File: src/rtl/udc.sv
// udc: registered main-control decoder mapping a 3-bit opcode to datapath control signals.
module udc (
  input  logic       clk,
  input  logic       rst,
  input  logic [2:0] opcode,
  output logic [1:0] alu_op,
  output logic       reg_dst,
  output logic       mem_to_reg,
  output logic       jump,
  output logic       branch,
  output logic       mem_read,
  output logic       mem_write,
  output logic       alu_src,
  output logic       reg_write,
  output logic       illegal
);
  // word order: alu_op, reg_dst, mem_to_reg, jump, branch, mem_read, mem_write, alu_src, reg_write, illegal
  logic [10:0] dec, ctl;
  always_comb begin
    dec = 11'b00_000000001;
    case (opcode)
      3'b000:  dec = 11'b10_100000010;
      3'b001:  dec = 11'b00_010010110;
      3'b010:  dec = 11'b00_000001100;
      3'b011:  dec = 11'b01_000100000;
      3'b100:  dec = 11'b00_001000000;
      3'b101:  dec = 11'b11_000000110;
      default: dec = 11'b00_000000001;
    endcase
  end
  always_ff @(posedge clk)
    ctl <= rst ? 11'd0 : dec;
  assign {alu_op, reg_dst, mem_to_reg, jump, branch, mem_read, mem_write, alu_src, reg_write, illegal} = ctl;
endmodule

File: config.mk
export PLATFORM = sky130hd
export DESIGN_NAME = udc
export DESIGN_NICKNAME = d
export VERILOG_FILES = /design/src/rtl/udc.sv
export SDC_FILE = /design/constraint.sdc
export NUM_CORES = 1
export LEC_CHECK = 0
export ABC_AREA = 1
export BUFFER_PORTS_ARGS = -buffer_cell sky130_fd_sc_hd__buf_2
export CORE_AREA = 8 8 45 47
export DETAILED_ROUTE_END_ITERATION = 16
export DIE_AREA = 0 0 53 55
export GPL_ROUTABILITY_DRIVEN = 0
export GPL_TIMING_DRIVEN = 0
export PLACE_DENSITY = 0.6
export REMOVE_ABC_BUFFERS = 1
export SETUP_SLACK_MARGIN = 0.2
export SLEW_MARGIN = 20
export SYNTH_ARGS = -nofsm -noshare
export SYNTH_HDL_FRONTEND = slang
export SYNTH_SLANG_ARGS = --single-unit
File: constraint.sdc
create_clock -name clk -period 1 [get_ports clk]
set_clock_uncertainty 0.2 [all_clocks]
set_input_delay 0.2 -clock clk [delete_from_list [all_inputs] [get_ports clk]]
set_output_delay 0.2 -clock clk [all_outputs]
set_load 0.02 [all_outputs]
==> impl_results.md <==
- Post-DR vias/cell: 3.69
- Critical path endpoint category: primary output
- Number of buffers created by CTS: 3
- Area added between synthesis and finish: 60.7%
- Detailed Route WL: 612 um
- Number of global-route vias before repair: 259
- Least-Margin Pin Slew: 0.156 ns
- Total Power: 879 uW
- Reg clk slew, reported paths: 0.06 ns
- FF+latch area: 213 um2
- Multi-input combinational cell area: 92.6 um2
- DIE AREA: 0.00292 mm2
- Mux cell area share after synthesis: 0
- Compound-Gate Fraction of Synth Area: 0
- Total number of vias: 277
- CTS tree: done
- Rows: 14
- Max cap viols: 0
- Sw Share: 0.220
- Main combinational cell family by area after synthesis: simple AND/OR/NAND/NOR gates
- Cell area after synthesis: 338 um2
- Post-synth top area cell: dfxtp_1
- Largest net degree at the start of global routing: 7
- Critical-path top delay cell: dfxtp_2
- Post-synth top flop: dfxtp_1
- Top cells by count, synth: dfxtp_1, nand2_1, nor2_1, inv_1, inv_2
- Core Area: 0.00138 mm2
- Power Density: 1620 mW/mm2
- H-Tree Depth: 1
- Max reg flops: 10
- Total grt overflow: 0
- Ys Warns: 0
- Die width: 53 um
- CP Buf/Inv Count: 1
- Min cycle time layout: 1.11 ns
- Die H: 55 um
- Period utilization: 1.11
- Syn avg cell area: 8.24 um2
- Leak pwr: 0.000287 uW
- RSZ-0062 raised after global routing: yes
- Synth Area in Simple Gates: 0.274
- Worst Setup Slack, final: -0.112 ns
- Final Hold Fails: 2
- Setup TNS: -1.05 ns
- Critical Path AT: 0.71 ns
- CP top delay family: flip-flops
- HP Class: input port to register
- Global-route wire length before repair: 903 um
- Initial antenna violation count: 0
- DRC: 0
- I/O pins: 16
- CTS Buffer Depth: 2
- CTS root buf: clkbuf_4
- Peak supply drop: 0.716 mV
- Ys async rst share: 0
- Failing checks: negative hold slack, negative setup slack
- Post-synthesis cell type count: 9
- Final setup fails: 11
- Crit Path Class: register to primary output
- Final ANT Viol Nets: 0
- Critical Path RT: 0.60 ns
- Biggest register: ctl
- Post-synthesis sequential area ratio: 0.593
- Sw power: 193 uW
- Top post-synthesis cells by area: dfxtp_1, nand2_1, nor2_1
- Flop pwr share: 0.482
- Worst Path Max Fanout: 2
- PortBufs: 15
- Gr usage total: 0.0455
- Max Slew Vio Count: 0
- Critical Path, Cell by Cell: buf_6
- Fin Hold WS: -0.0254 ns
- Combinational Power Share: 0.123
- Max-slew headroom: 0.896
- Clock tree sinks: 10
- DRT Pass-1 Iters: 2
- Synth Register Bits: 10
- DRT iter0 DRCs: 6
- Outcome: finished, violations left
- WL per Instance: 8.16 um
- Initial Util: 0.244
- Post-synth EDFFs: 0
- Slowest cell delay on critical path: 0.34 ns
- Clock power frac: 0.395
- Net count, final: 65
- Fill cells: 147
- Share of post-route cells with drive strength above 1: 0.661
- Max Fclk: 0.899 GHz
- Post-Synth Adder-Cell Area: 0
- Most frequent cell after synthesis: dfxtp_1
- Top cell type's share of synthesized area: 0.593
- Post-synthesis xor/xnor area fraction: 0
- Post-DP HPWL: 534 um
- Post-Synthesis Cells: 41
- Antenna fix cells: 0
- CP Launch Type: register
- Top Registers: ctl x10
- Internal power: 686 uW
[worst min-delay path: cells and delay by family]
family                 cells  cell delay (ns)
buffers and inverters      1             0.10
and+or+nand+nor            2             0.10
[layout make-up]
cell class              instances  area share
clock buffers                   4      0.0668
inverters                      10      0.0691
multi-input cells              20       0.171
flip-flops and latches         10       0.392
well taps                      16      0.0369
repair buffers                 15       0.265
[worst paths after layout]
path	startpoint	endpoint	cells past startpoint
setup / recovery	ctl[7]$_SDFF_PP0_	mem_read	1
hold / removal	opcode[0]	ctl[2]$_SDFF_PP0_	3
[kinds of logic after synthesis]
kind of cell  after synthesis
flops                      10
buf+inv                    11
simple gates               20
[routing by layer]
layer | GRT usage | up-vias | share of wire
met5 | 0 | - | 0
met4 | 0.0647 | 0 | 0.034
met3 | 0.0294 | 2 | 0.14
met2 | 0.0684 | 14 | 0.45
met1 | 0.0337 | 111 | 0.38
li1 | - | 150 | -
[cell usage in the layout (no fill, tap or decap), drive strengths merged]
| cell type | n |
|---|---|
| buf | 15 |
| nor2 | 11 |
| dfxtp | 10 |
| inv | 10 |
| nand2 | 9 |
| clkbuf | 4 |
[stage by stage]
step,std cells,setup WS (ns),instance area (um2),util
2_1_floorplan,40,0.0767,330,-
3_3_place_gp,71,0.0999,425,0.307
3_5_place_dp,71,0.0625,425,0.307
4_1_cts,75,-0.127,543,0.392
5_1_grt,75,-0.137,543,0.392
6_report,75,-0.112,543,0.392
[timing repair]
action / CTS / global route
buffers inserted: 0 / 0
setup endpoints to repair: 11 / 11
resized for setup: 32 / 0
hold endpoints to repair: 2 / 2
[power groups by stage]
stage                     combinational [uW]  sequential, uW  clock [uW]
final                                    108             424         348
after global placement                  90.2             426           0
after floorplan                         32.7             449           0
after CTS                                110             424         366
after detailed placement                91.1             426           0
after global routing                     118             425         385
Note: power is estimated with default switching activity, not from simulation.
